## config.mk

```make
export PLATFORM = sky130hd
export DESIGN_NAME = bcd_updown_counter
export DESIGN_NICKNAME = d
export VERILOG_FILES = /design/src/rtl/bcd_updown_counter.sv
export SDC_FILE = /design/constraint.sdc
export NUM_CORES = 1
export LEC_CHECK = 0
export CAP_MARGIN = 20
export CORE_ASPECT_RATIO = 2
export CORE_MARGIN = 1
export CORE_UTILIZATION = 58
export DETAILED_ROUTE_END_ITERATION = 8
export PLACE_DENSITY_LB_ADDON = 0.15
export SLEW_MARGIN = 20
export SYNTH_ARGS = -nofsm -noshare
export SYNTH_HDL_FRONTEND = slang
export SYNTH_SLANG_ARGS = --single-unit
```

## constraint.sdc

```tcl
create_clock -name clk -period 3.4 [get_ports clk]
set_input_delay 0.68 -clock clk [delete_from_list [all_inputs] [get_ports clk]]
set_output_delay 0.68 -clock clk [all_outputs]
set_load 0.02 [all_outputs]
```

## src/rtl/bcd_updown_counter.sv

```systemverilog
// rtl/bcd_updown_counter.sv - four-digit BCD up/down stopwatch counter with debounced start/clear buttons
module bcd_updown_counter #(
  parameter int CLK_HZ          = 50_000_000,
  parameter int TICK_HZ         = 1,
  parameter int DEBOUNCE_CYCLES = 500_000
) (
  input  logic        clk,
  input  logic        rst_n,
  input  logic        btn_start,
  input  logic        btn_clear,
  input  logic        up_down,
  input  logic        load,
  input  logic [15:0] load_value,
  output logic [3:0]  digit1,
  output logic [3:0]  digit2,
  output logic [3:0]  digit3,
  output logic [3:0]  digit4,
  output logic        running,
  output logic        wrap
);

  localparam int DIV = CLK_HZ / TICK_HZ;
  localparam int PW  = $clog2(DIV);
  localparam int DW  = $clog2(DEBOUNCE_CYCLES + 1);

  typedef enum logic [1:0] {
    IDLE  = 2'b00,
    RUN   = 2'b01,
    PAUSE = 2'b10
  } state_e;

  logic [1:0] btn_raw;
  logic [1:0] press;
  assign btn_raw = {btn_clear, btn_start};

  // Per button: 2-flop synchronizer, stable-time debouncer, rising-edge pulse.
  for (genvar b = 0; b < 2; b++) begin : g_btn
    logic          sync1_q, sync2_q, stable_q, stable_dly_q;
    logic [DW-1:0] db_cnt_q;

    always_ff @(posedge clk or negedge rst_n) begin
      if (!rst_n) begin
        sync1_q      <= 1'b0;
        sync2_q      <= 1'b0;
        stable_q     <= 1'b0;
        stable_dly_q <= 1'b0;
        db_cnt_q     <= '0;
      end else begin
        sync1_q      <= btn_raw[b];
        sync2_q      <= sync1_q;
        stable_dly_q <= stable_q;
        if (sync2_q != stable_q) begin
          if (db_cnt_q == DW'(DEBOUNCE_CYCLES - 1)) begin
            stable_q <= sync2_q;
            db_cnt_q <= '0;
          end else begin
            db_cnt_q <= db_cnt_q + 1'b1;
          end
        end else begin
          db_cnt_q <= '0;
        end
      end
    end

    assign press[b] = stable_q & ~stable_dly_q;
  end

  logic start_p, clear_p;
  assign start_p = press[0];
  assign clear_p = press[1];

  state_e          state_q, state_d;
  logic [PW-1:0]   presc_q, presc_d;
  logic [3:0][3:0] digit_q, digit_d;
  logic            running_q, wrap_q, wrap_d;
  logic            tick, carry;

  assign tick = (state_q == RUN) && (presc_q == PW'(DIV - 1));

  always_comb begin
    state_d = state_q;
    case (state_q)
      IDLE:    if (start_p) state_d = RUN;
      RUN:     if (start_p) state_d = PAUSE;
      PAUSE:   if (start_p) state_d = RUN;
      default: state_d = IDLE;
    endcase
    if (clear_p) state_d = IDLE;
  end

  // Prescaler holds only in PAUSE; a load+start restart begins a fresh period.
  always_comb begin
    presc_d = presc_q;
    if (clear_p) begin
      presc_d = '0;
    end else if (state_q == RUN) begin
      presc_d = tick ? '0 : presc_q + 1'b1;
    end else if (state_q != PAUSE || (load && start_p)) begin
      presc_d = '0;
    end
  end

  always_comb begin
    digit_d = digit_q;
    wrap_d  = 1'b0;
    carry   = 1'b1;
    if (clear_p) begin
      digit_d = '0;
    end else if (tick) begin
      for (int i = 0; i < 4; i++) begin
        if (carry) begin
          if (up_down) begin
            if (digit_q[i] == 4'd9) digit_d[i] = 4'd0;
            else begin
              digit_d[i] = digit_q[i] + 4'd1;
              carry      = 1'b0;
            end
          end else begin
            if (digit_q[i] == 4'd0) digit_d[i] = 4'd9;
            else begin
              digit_d[i] = digit_q[i] - 4'd1;
              carry      = 1'b0;
            end
          end
        end
      end
      // A carry/borrow escaping the top digit is exactly the wrap condition.
      wrap_d = carry;
    end else if (load && (state_q == IDLE || state_q == PAUSE)) begin
      for (int i = 0; i < 4; i++) begin
        digit_d[i] = (load_value[4*i +: 4] > 4'd9) ? 4'd9 : load_value[4*i +: 4];
      end
    end
  end

  always_ff @(posedge clk or negedge rst_n) begin
    if (!rst_n) begin
      state_q   <= IDLE;
      presc_q   <= '0;
      digit_q   <= '0;
      running_q <= 1'b0;
      wrap_q    <= 1'b0;
    end else begin
      state_q   <= state_d;
      presc_q   <= presc_d;
      digit_q   <= digit_d;
      running_q <= (state_d == RUN);
      wrap_q    <= wrap_d;
    end
  end

  assign digit1  = digit_q[0];
  assign digit2  = digit_q[1];
  assign digit3  = digit_q[2];
  assign digit4  = digit_q[3];
  assign running = running_q;
  assign wrap    = wrap_q;

endmodule

```

Word level (Yosys, flattened, before mapping)
Index checks and enable logic that the tools add are counted.

Register bits after elaboration: 92. Input bits: 22. Output and inout bits: 18. Word-level logic and storage cells: 128.

Add/sub/neg operators: 11. Order comparisons: 4. Equal/unequal tests: 16. Multiplexer cells: 57. Bitwise logic cells: 4. Reductions and logical operators: 18.

Operators with widths (count): two-way mux 26 bit (4); two-way mux 19 bit (4); two-way mux 4 bit (19); two-way mux 16 bit (3); adder 19 x 1 -> 19 bit, second input constant (2); equality test 19 bit, second input constant (2); adder 26 x 1 -> 26 bit, second input constant (1); equality test 26 bit, second input constant (1); two-way mux 1 bit (23); adder 4 x 1 -> 4 bit, second input constant (4); equality test 4 bit, second input constant (4); greater-than comparator 4 bit, second input constant (4); logical NOT 4 bit (4); subtractor 4 x 1 -> 4 bit, second input constant (4); AND reduction 2 bit (5); inequality test 3 x 2 -> 1 bit, second input constant (3); two-way mux 2 bit (3); nonzero test 3 bit (2); equality test 2 x 1 -> 1 bit, second input constant (2); one-hot mux 2 bit (2 select lines) (1); logical AND 1 bit (3); bitwise AND 1 bit (2); equality test 2 bit, second input constant (1); logical NOT 2 bit (1); 5 further kinds (8).

Depth between registers and ports, before layout
Gate-level depths: netlist of run 1.

Depth after elaboration: 14. Depth in mapped cells: 8. Mapped depth without buffers: 7.

Worst setup path before layout of run 1
OpenSTA, ideal clock, no wires.

Kind: register -> register. Start: reg digit_q, in the netlist digit1[0]. End: reg digit_q, in the netlist digit3[0]. Setup time: 0.135 ns. Arrival time: 2.503 ns. Data required time: 3.265 ns. Slack: 0.762 ns. Stages on the path, launching flop included: 9. Path buffers: 1. Clock period less this slack: 2.638 ns. Path through: dfrtp_1 > inv_1 > ha_1 > or3b_2 > a21o_1 > or4_4 > buf_6 > o211ai_1 > o41ai_2.

Cells in the longest elaborated chain, start to end: 10. Elaborated cells between the ends (all ways): 12. Those cells by class: 2 x eq/ne; 8 x mux; 2 x reduce/logical.

Ends and longest elaborated chain: start, declared (RTL line 74) `logic [3:0][3:0] digit_q, digit_d;`; start signal, assigned (RTL line 146) `digit_q <= digit_d;`; equality test 4 bit / logical NOT 4 bit (equally long branches) (RTL line 113, 119); two-way mux 1 bit (on tied branches) (RTL line 113, 119); two-way mux 1 bit (*) (RTL line 112) `if (up_down) begin`; two-way mux 1 bit (*) (RTL line 109) `end else if (tick) begin`; two-way mux 1 bit (*) (RTL line 107) `if (clear_p) begin`; two-way mux 1 bit (*) (RTL line 111) `if (carry) begin`; two-way mux 1 bit (*) (RTL line 109); two-way mux 1 bit (*) (RTL line 107); inequality test 3 x 2 -> 1 bit (no line) (*); AND reduction 2 bit (no line) (*).

Mark *: on every way between the ends. The rest lies on a longest branch, timed or not. The select of a mux whose other input is x is not followed. A chain may end at the register's enable or synchronous reset.

Final worst setup path of run 1
Start: reg presc_q[11]. End: reg digit_q, in the netlist digit4[3].

Cells in the longest elaborated chain, start to end: 4. Elaborated cells between the ends (all ways): 7. Those cells by class: 2 x eq/ne; 2 x mux; 3 x reduce/logical.

Ends and longest elaborated chain: start, declared (RTL line 73) `logic [PW-1:0] presc_q, presc_d;`; start signal, assigned (RTL line 145) `presc_q <= presc_d;`; equality test 26 bit (*) (RTL line 78) `assign tick = (state_q == RUN) && (presc_q == PW'(DIV - 1));`; logical AND 1 bit (*) (RTL line 78); inequality test 3 x 2 -> 1 bit (no line), or another cell as far along; AND reduction 2 bit (no line) / two-way mux 16 bit (equally long branches).

Mark *: on every way between the ends. The rest lies on a longest branch, timed or not.

==> impl_metrics.env, run 1 <==
export IMPL_cts_tree="done"
export IMPL_max_freq_mhz=354
export IMPL_comb_power_share=0.126
export IMPL_antenna_left=0
export IMPL_post_dp_hpwl_mm=10.4
export IMPL_synth_nets=671
export IMPL_die_area_um2=10100
export IMPL_h_tree_depth=3
export IMPL_final_util=0.685
export IMPL_routed_wirelength_mm=14.1
export IMPL_synth_area_leaders="dfrtp_1, nor2_1, ha_1"
export IMPL_post_cts_buffers=0
export IMPL_fin_area_um2=6430
export IMPL_ys_seq_elements=92
export IMPL_antenna_found_initial=0
export IMPL_hold_buffers=0
export IMPL_ys_warn_count=0
export IMPL_cts_buffers=9
export IMPL_core_area_um2=9380
export IMPL_fin_tns_setup_ps=0
export IMPL_hold_class="reg -> reg"
export IMPL_clkTransAtPathRegs_ps=60
export IMPL_vdd_drop_max_mv=0.329
export IMPL_power_clock_fraction=0.403
export IMPL_seq_area_frac_synth=0.409
export IMPL_drcViolationCount=0
export IMPL_drt_iter0_drc=246
export IMPL_synth_area_leader_cell="dfrtp_1"
export IMPL_viasPerCell=6.43
export IMPL_rsz0062_at_grt="false"
export IMPL_nNetsFinal=705
export IMPL_drv_cap=0
export IMPL_grt_pass1_wl_mm=23.2
export IMPL_synth_edf_count=0
export IMPL_place_congestion=0.940
export IMPL_fin_skew_ps=10.5
export IMPL_cp_max_fo=12
export IMPL_area_delta_synth_final_pct=14.1
export IMPL_dpl_cell_area_um2=6130
export IMPL_ctsResizeCount=0
export IMPL_vias=4954
export IMPL_critPathCaptureType="register"
export IMPL_num_rows=50
export IMPL_post_drt_wl_per_cell_um=18.3
export IMPL_grt_overflow=0
export IMPL_grt_max_degree=51
export IMPL_ys_flop_type="dfrtp_1"
export IMPL_synth_area_um2=5630
export IMPL_required_ps=3610
export IMPL_setup_viol=0
export IMPL_cellPowerDensity_nw_per_um2=385
export IMPL_synth_top_area_frac=0.409
export IMPL_insertion_delay_ps=350
export IMPL_pwr_share_seq=0.471
export IMPL_clk_path_buf_depth=2
export IMPL_p_int_w=0.00184
export IMPL_netSwitchingFraction=0.255
export IMPL_postSynthAreaPerCell_um2=8.95
export IMPL_first_pass_iters=7
export IMPL_start_kind="register"
export IMPL_power_switching_w=0.000629
export IMPL_start_util=0.600
export IMPL_nFillCells=804
export IMPL_synth_cell_type_count=63
export IMPL_period_needed_ps=2830
export IMPL_diodes=0
export IMPL_first_global_vias=5035
export IMPL_synthArstFlopShare=1.00
export IMPL_port_buffers=39
export IMPL_fin_crit_sh=0.831
export IMPL_dieWidth_um=71.7
export IMPL_final_max_slew_viol_count=0
export IMPL_worst_pin_slew_ps=753
export IMPL_hold_violations=0
export IMPL_critPathKind="reg -> reg"
export IMPL_worstPathArrival_ps=3040
export IMPL_clockRootBuffer="clkbuf_16"
export IMPL_grt_usage=0.296
export IMPL_postSynthCellCount=629
export IMPL_cts_sinks=92
export IMPL_p_leak_nw=2.56
export IMPL_die_h_um=141
export IMPL_io_pins=40
export IMPL_relSlewSlack=0.493
export IMPL_drive_gt1_frac=0.0795
export IMPL_status="complete, no violations"
area by class of cell:
cell class              count  area, um^2  share of cell area
repair buffers             53         493              0.0767
inverters                  23        86.3              0.0134
well taps                 104         130              0.0202
clock buffers              11         243              0.0378
multi-input cells         484        3120               0.486
flip-flops and latches     92        2300               0.358
clock inverters             4        48.8             0.00759
routing by layer:
metal	share of wire	wire, um	global-route usage
met1	0.35	4940	0.276
met2	0.58	8150	0.583
met3	0.028	396	0.0391
met4	0.046	649	0.173
met5	0	0	0
state kept, by name (all words and copies together), names as in the netlist:
register and count:
digit4 4, g_btn.stable_dly_q 2, g_btn.sync2_q 2, digit3 4
presc_q 26, state_q 2, wrap 1, g_btn.sync1_q 2
running 1, g_btn.stable_q 2, digit2 4, g_btn.db_cnt_q 38
digit1 4
synthesized netlist by cell type (all sizes together) (12+ instances only):
master,instances
nor3,26
nand3,34
o21ai,18
a21oi,17
nand4,24
dfrtp,92
xor2,21
a211oi,14
nand2,40
nor2,82
nor4,15
ha,20
clkbuf,22
xnor2,28
inv,22
nand2b,12
power by group through the flow:
stage          combinational (W)  sequential (W)  clock (W)
6_report                0.000311         0.00117   0.000997
5_1_grt                 0.000344         0.00117    0.00106
3_5_place_dp            0.000312         0.00118          0
4_1_cts                 0.000313         0.00116    0.00101
2_1_floorplan           0.000173         0.00119          0
3_3_place_gp            0.000305         0.00118          0
final timing paths:
kind                                   from  slack [ps]  depth (start not counted)               endpoint
max                             presc_q[11]         570                          5              digit4[3]
min                        g_btn[0].sync1_q         350                          0       g_btn[0].sync2_q
max reg2reg                     presc_q[11]         570                          5              digit4[3]
min reg2reg                g_btn[0].sync1_q         350                          0       g_btn[0].sync2_q
max in group asynchronous             rst_n        2260                          2  g_btn[0].db_cnt_q[17]
min in group asynchronous             rst_n         370                          1              digit3[2]
kinds of logic (layout without fill, tap and decap cells):
logic type / count (synthesis) / after routing / synth area share
multiplexers: 10 / 10 / 0.0189
flip-flops: 92 / 92 / 0.409
XOR/XNOR: 49 / 49 / 0.0762
AND/OR/NAND/NOR: 290 / 290 / 0.271
buffers and inverters: 53 / 91 / 0.0373
AO/OA/AOI/OAI: 115 / 115 / 0.144
adder cells (fa/ha/maj): 20 / 20 / 0.0444
metrics by stage:
step	cells	worst slack, ps	hold slack [ps]	power, W
floorplan	629	762	331	0.00136
global placement	756	341	334	0.00149
detailed placement	756	275	335	0.00150
CTS	771	585	348	0.00249
global route	771	470	360	0.00257
finish	771	574	347	0.00247
placed cells by master, fill, tap and decap left out, types with 3 or more instances in the layout:
cell type         n
dfrtp_1          92
nor2_1           82
nand2_1          40
clkdlybuf4s50_1  38
nand3_1          34
xnor2_1          28
nor3_1           25
nand4_1          24
inv_1            22
xor2_1           21
ha_1             20
o21ai_0          18
a21oi_1          17
buf_4            15
nor4_1           14
a211oi_1         13
nand2b_1         12
a31oi_1          11
o211ai_1         11
nor2b_1          10
clkbuf_16         9
and4_1            7
and3_1            7
nand3b_1          6
or2_2             5
mux2_2            5
or3b_2            5
o21a_1            5
mux2i_1           5
o31ai_1           5
o22ai_1           4
nor3b_1           3
a21o_1            3
a32oi_1           3
critical path, stage by stage, from the launching register on:
cell       delay (ps)
dfrtp_1           430
or4_1             570
or4_4             610
or4_4             640
a2111oi_0         350
a211oi_1          100
Note: power is estimated with default switching activity, not from simulation.
==> run 2: changes to the inputs <==
Settings changed: CORE_UTILIZATION 58 to 54.
Clock period 3.4 ns to 2.3 ns, I/O delays scaled along.
==> run 2 against run 1 <==
Effect of this change: cell area rose by 9.3%; non-clock buffer count increased by 59; the run now ends with negative setup slack left; cell count up 12%; largest cell class unchanged; clock power increased by 40%; combinational power up 82%; critical path type unchanged; sequential share of layout area down 3.0 points; global-route usage grew 2.7 points; clock-buffer cell count down 2; flip-flop and latch count did not move.
==> impl_metrics.env, run 2 (same netlist as run 1, synthesis figures left out) <==
export IMPL_status="finished with violations"
export IMPL_violations="negative setup slack"
export IMPL_start_kind="register"
export IMPL_num_rows=52
export IMPL_final_max_slew_viol_count=0
export IMPL_clkTransAtPathRegs_ps=70
export IMPL_layout_commonest_cell="dfrtp_1"
export IMPL_comb_power_share=0.155
export IMPL_reg2reg_to="digit4[1]"
export IMPL_power_switching_w=0.00102
export IMPL_largest_register="g_btn.db_cnt_q"
export IMPL_grtUsageMet3=0.0766
export IMPL_critPathCaptureType="register"
export IMPL_drive_gt1_frac=0.179
export IMPL_grt_max_degree=56
export IMPL_relSlewSlack=0.429
export IMPL_cp_max_fo=6
export IMPL_routed_wirelength_mm=16.2
export IMPL_die_h_um=146
export IMPL_layout_common_cells="dfrtp_1, nor2_1, buf_4"
export IMPL_largest_reg_flops=38
export IMPL_final_setup_worst_slack_ps=-234
export IMPL_insertion_delay_ps=350
export IMPL_clockRootBuffer="clkbuf_16"
export IMPL_hold_violations=0
export IMPL_start_util=0.555
export IMPL_period_needed_ps=2530
export IMPL_fin_area_um2=7030
export IMPL_die_area_um2=10900
export IMPL_clk_path_buf_depth=2
export IMPL_cellPowerDensity_nw_per_um2=520
export IMPL_antenna_left=0
export IMPL_dieWidth_um=74.2
export IMPL_top_usage_layer="met2"
export IMPL_critPathKind="reg -> reg"
export IMPL_required_ps=2520
export IMPL_reg_top3="g_btn.db_cnt_q (38), presc_q (26)"
export IMPL_reg2reg_slack_ps=-230
export IMPL_post_dp_hpwl_mm=11.2
export IMPL_max_freq_mhz=395
export IMPL_reg2reg_depth=6
export IMPL_fin_hold_ws_ps=95.2
export IMPL_antenna_found_initial=0
export IMPL_first_pass_iters=6
export IMPL_worstPathArrival_ps=2760
export IMPL_dpl_cell_area_um2=6590
export IMPL_place_congestion=0.935
export IMPL_grt_overflow=0
export IMPL_p_leak_nw=2.87
export IMPL_drv_cap=0
export IMPL_grt_pass1_wl_mm=26.5
export IMPL_area_delta_synth_final_pct=24.8
export IMPL_power_clock_fraction=0.382
export IMPL_diodes=0
export IMPL_cts_tree="done"
export IMPL_fin_tns_setup_ps=-2470
export IMPL_setup_viol=20
export IMPL_post_place_ws_ps=-445
export IMPL_fin_skew_ps=9.92
export IMPL_use_met2=0.577
export IMPL_netSwitchingFraction=0.279
export IMPL_vias=5341
export IMPL_hold_buffers=0
export IMPL_io_pins=40
export IMPL_fin_crit_sh=1.10
export IMPL_cts_buffers=9
export IMPL_core_area_um2=10100
export IMPL_h_tree_depth=3
export IMPL_viasPerCell=6.19
export IMPL_pwr_share_seq=0.464
export IMPL_rsz0062_at_grt="true"
export IMPL_vdd_drop_max_mv=0.452
export IMPL_numPlacedInstances=839
export IMPL_drcViolationCount=0
export IMPL_hold_class="in -> async"
export IMPL_worst_pin_slew_ps=855
export IMPL_r2r_start="presc_q[24]"
export IMPL_port_buffers=39
export IMPL_p_int_w=0.00264
export IMPL_post_drt_wl_per_cell_um=18.7
export IMPL_nNetsFinal=765
export IMPL_fin_cells=863
export IMPL_grt_usage=0.323
export IMPL_grt_use_met1=0.312
export IMPL_first_global_vias=5566
export IMPL_cts_sinks=92
export IMPL_drt_iter0_drc=360
[run 2: cell count changes in the layout (fill, tap and decap cells not counted), sizes merged]
| cell | before | now |
|---|---|---|
| clkbuf | 11 | 9 |
| clkinv | 3 | 5 |
| bufinv | 1 | 0 |
| clkinvlp | 0 | 2 |
| buf | 15 | 74 |
| or4 | 4 | 5 |
[run 2: through the flow]
stage | utilization | total power [W]
3_5_place_dp | 0.649 | 0.00226
6_report | 0.692 | 0.00366
5_1_grt | 0.692 | 0.00380
3_3_place_gp | 0.649 | 0.00225
2_1_floorplan | - | 0.00201
4_1_cts | 0.687 | 0.00366
[run 2: power groups by stage]
stage          sequential, W  combinational, W  clock (W)
3_5_place_dp         0.00172          0.000539          0
5_1_grt              0.00170          0.000617    0.00148
3_3_place_gp         0.00172          0.000526          0
6_report             0.00170          0.000565    0.00140
2_1_floorplan        0.00175          0.000256          0
4_1_cts              0.00169          0.000546    0.00142
[run 2: final cells by class]
class / count / area, um^2
clock buffer: 9 / 225
clock inverter: 7 / 51.3
fill: 844 / 3120
inverter: 23 / 86.3
multi-input combinational: 485 / 3220
sequential: 92 / 2300
tap: 135 / 169
timing repair buffer: 112 / 972
[run 2: worst max path at each step]
stage                startpoint        end  slack, ps  cells after the start
global placement        up_down  digit4[2]       -410                      7
finish              presc_q[24]  digit4[1]       -230                      6
floorplan           presc_q[24]  digit3[0]       -190                      6
global route        presc_q[24]  digit2[3]       -270                      6
detailed placement      up_down  digit4[3]       -450                      6
CTS                 presc_q[24]  digit4[2]       -170                      6
[run 2: repair_timing]
action / in CTS / in global routing
pin swaps: 9 / 3
endpoints found under the setup margin: 19 / 37
setup buffers: 5 / 1
gates resized for setup: 15 / 9
gates cloned: 2 / 0
[run 2: worst max-delay path: stages, from the launching register on]
cell and delay (ps):
dfrtp_1 390, or4_4 540, or4_4 470, or4_4 600, buf_6 160, o211ai_1 170
a21oi_1 90
[run 2: per-layer routing]
| layer | vias to the layer above | wire length, um | share of wire |
|---|---|---|---|
| li1 | 2472 | - | - |
| met1 | 2601 | 5570 | 0.34 |
| met2 | 192 | 8820 | 0.55 |
| met3 | 76 | 737 | 0.046 |
| met4 | 0 | 1040 | 0.064 |
| met5 | - | 0 | 0 |
==> run 3: changes to the inputs <==
Settings changed: ABC_AREA set to 1, GPL_TIMING_DRIVEN set to 0.
==> run 3 against run 2 <==
Effect of this change: the flow finishes with violations (negative hold slack); cell area down 0.57%; global-route usage decreased by 4.2 points; setup slack gained 550 ps; clock power about the same; maximum frequency rose by 28%; cell count grew 24%; register-to-register slack improved by 550 ps; sequential share of layout area up 0.15 points; die area is 8.6% higher; critical path depth is 5 lower; critical path type is now reg -> out; critical endpoint is now digit3[0].
==> impl_metrics.env, run 3 <==
export IMPL_status="finished with violations"
export IMPL_violations="negative hold slack"
export IMPL_postSynthAreaPerCell_um2=7.01
export IMPL_ys_warn_count=0
export IMPL_power_clock_fraction=0.394
export IMPL_dpl_cell_area_um2=6710
export IMPL_port_buffers=38
export IMPL_netSwitchingFraction=0.275
export IMPL_setup_viol=0
export IMPL_cellPowerDensity_nw_per_um2=515
export IMPL_crit_chain="clkdlybuf4s50_1"
export IMPL_diodes=0
export IMPL_num_rows=54
export IMPL_synthArstFlopShare=1.00
export IMPL_grt_overflow=0
export IMPL_largest_reg_flops=38
export IMPL_grt_max_degree=63
export IMPL_hold_violations=3
export IMPL_clockRootBuffer="clkbuf_16"
export IMPL_p_int_w=0.00261
export IMPL_hold_class="in -> async"
export IMPL_die_area_um2=11800
export IMPL_antenna_left=0
export IMPL_critPathKind="reg -> out"
export IMPL_io_pins=40
export IMPL_layout_common_cells="nand2_1, nor2_1, inv_1"
export IMPL_slowest_stage="clkdlybuf4s50_1"
export IMPL_drive_gt1_frac=0.0711
export IMPL_comb_power_share=0.133
export IMPL_cts_buffers=9
export IMPL_worst_pin_slew_ps=556
export IMPL_post_dp_hpwl_mm=11.8
export IMPL_reg2reg_depth=11
export IMPL_power_switching_w=0.000988
export IMPL_ctsResizeCount=0
export IMPL_p_leak_nw=3.14
export IMPL_first_pass_iters=7
export IMPL_nFillCells=1018
export IMPL_path_buf_inv=1
export IMPL_postSynthCellCount=873
export IMPL_pwr_share_seq=0.474
export IMPL_synthTopCellsByCount="nand2_1, nor2_1, inv_1, dfrtp_1, nand3_1"
export IMPL_clkTransAtPathRegs_ps=70
export IMPL_ys_flop_type="dfrtp_1"
export IMPL_viasPerCell=5.59
export IMPL_synth_cell_type_count=41
export IMPL_synth_area_leader_cell="dfrtp_1"
export IMPL_final_max_slew_viol_count=0
export IMPL_synth_area_um2=6120
export IMPL_vdd_drop_max_mv=0.636
export IMPL_drt_iter0_drc=443
export IMPL_routed_wirelength_mm=15.7
export IMPL_critPathCaptureType="primary output"
export IMPL_hold_buffers=0
export IMPL_synth_edf_count=0
export IMPL_reg_top3="g_btn.db_cnt_q (38), presc_q (26)"
export IMPL_fin_crit_sh=0.862
export IMPL_fin_skew_ps=6.80
export IMPL_period_needed_ps=1980
export IMPL_area_delta_synth_final_pct=14.1
export IMPL_first_global_vias=5903
export IMPL_clk_path_buf_depth=2
export IMPL_fin_hold_ws_ps=-5.28
export IMPL_ys_seq_elements=92
export IMPL_grt_pass1_wl_mm=26.6
export IMPL_dieWidth_um=77.3
export IMPL_cpPeakStageDelay_ps=680
export IMPL_layout_commonest_cell="nand2_1"
export IMPL_path_delay_family="buffers and inverters"
export IMPL_drcViolationCount=0
export IMPL_post_cts_buffers=0
export IMPL_seq_area_frac_synth=0.376
export IMPL_antenna_found_initial=0
export IMPL_nNetsFinal=965
export IMPL_r2r_start="presc_q[0]"
export IMPL_cp_max_fo=8
export IMPL_synth_area_leaders="dfrtp_1, nand2_1, nor2_1"
export IMPL_grt_usage=0.281
export IMPL_fin_tns_setup_ps=0
export IMPL_max_freq_mhz=504
export IMPL_die_h_um=153
export IMPL_synth_nets=915
export IMPL_insertion_delay_ps=340
export IMPL_synth_top_area_frac=0.376
export IMPL_post_drt_wl_per_cell_um=14.7
export IMPL_h_tree_depth=3
export IMPL_reg2reg_slack_ps=320
export IMPL_fin_area_um2=6990
export IMPL_required_ps=1840
export IMPL_cts_tree="done"
export IMPL_rsz0062_at_grt="false"
export IMPL_cts_sinks=92
export IMPL_place_congestion=0.916
export IMPL_start_util=0.559
export IMPL_start_kind="register"
export IMPL_relSlewSlack=0.629
export IMPL_largest_register="g_btn.db_cnt_q"
export IMPL_synth_most_common_cell="nand2_1"
export IMPL_reg2reg_to="digit3[0]"
export IMPL_drv_cap=0
export IMPL_core_area_um2=10900
export IMPL_worstPathArrival_ps=1520
export IMPL_vias=5965
-- run 3: cell types whose count changed in the layout (fill, tap and decap cells not counted), sizes merged, moves of 12 or more --
cell and change:
o21ai +21, inv +77, nor4 -12, nor2 +70, nand2b -12, nand2 +182
nand3 +57, a211oi -13, xnor2 -25, buf -59
-- run 3: per-stage QoR --
stage / total power [W] / std cells / setup slack (ps) / utilization
detailed placement: 0.00220 / 1052 / 353 / 0.613
finish: 0.00360 / 1068 / 318 / 0.638
global route: 0.00375 / 1068 / 122 / 0.638
floorplan: 0.00200 / 873 / 612 / -
CTS: 0.00362 / 1068 / 324 / 0.638
global placement: 0.00218 / 1051 / -2630 / 0.610
-- run 3: kinds of logic after synthesis --
group	share of synthesized area
buffers and inverters	0.0785
and+or+nand+nor	0.391
muxes	0.00184
xor gates and xnor gates	0.0415
DFF	0.376
adders and majority gates	0.0409
AOI/OAI and AO/OA	0.0701
-- run 3: power groups by stage --
stage / Sequential, W / Combinational (W) / Clock [W]
finish: 0.00170 / 0.000477 / 0.00142
global route: 0.00171 / 0.000532 / 0.00150
CTS: 0.00170 / 0.000475 / 0.00144
detailed placement: 0.00173 / 0.000471 / 0
global placement: 0.00173 / 0.000450 / 0
floorplan: 0.00175 / 0.000250 / 0
-- run 3: worst max path at each step --
| stage | cells after the start | slack, ps | end | from |
|---|---|---|---|---|
| final | 1 | 320 | digit3[0] | digit3[0] |
| after global routing | 11 | 120 | digit3[0] | presc_q[0] |
| after CTS | 1 | 320 | digit3[0] | digit3[0] |
| after detailed placement | 9 | 350 | digit2[0] | up_down |
| after global placement | 1 | -2630 | g_btn[1].db_cnt_q[15] | rst_n |
| after floorplan | 12 | 610 | digit4[0] | digit2[0] |
-- run 3: area by class of cell --
cell class	instances	area, um^2	share of cell area
plain buffers	16	96.3	0.0138
clock buffers	11	243	0.0347
clock inverters	5	36.3	0.00519
inverters	102	384	0.0550
multi-input cells	663	3340	0.478
flip-flops and latches	92	2300	0.330
well taps	140	175	0.0251
repair buffers	39	409	0.0586
-- run 3: per-layer routing --
metal	GRT usage	vias up	wire [um]	share of wire
met4	0.152	0	605	0.039
met5	0	-	0	0
met3	0.0425	50	595	0.038
met1	0.304	2817	6090	0.39
li1	-	2923	-	-
met2	0.512	175	8420	0.54
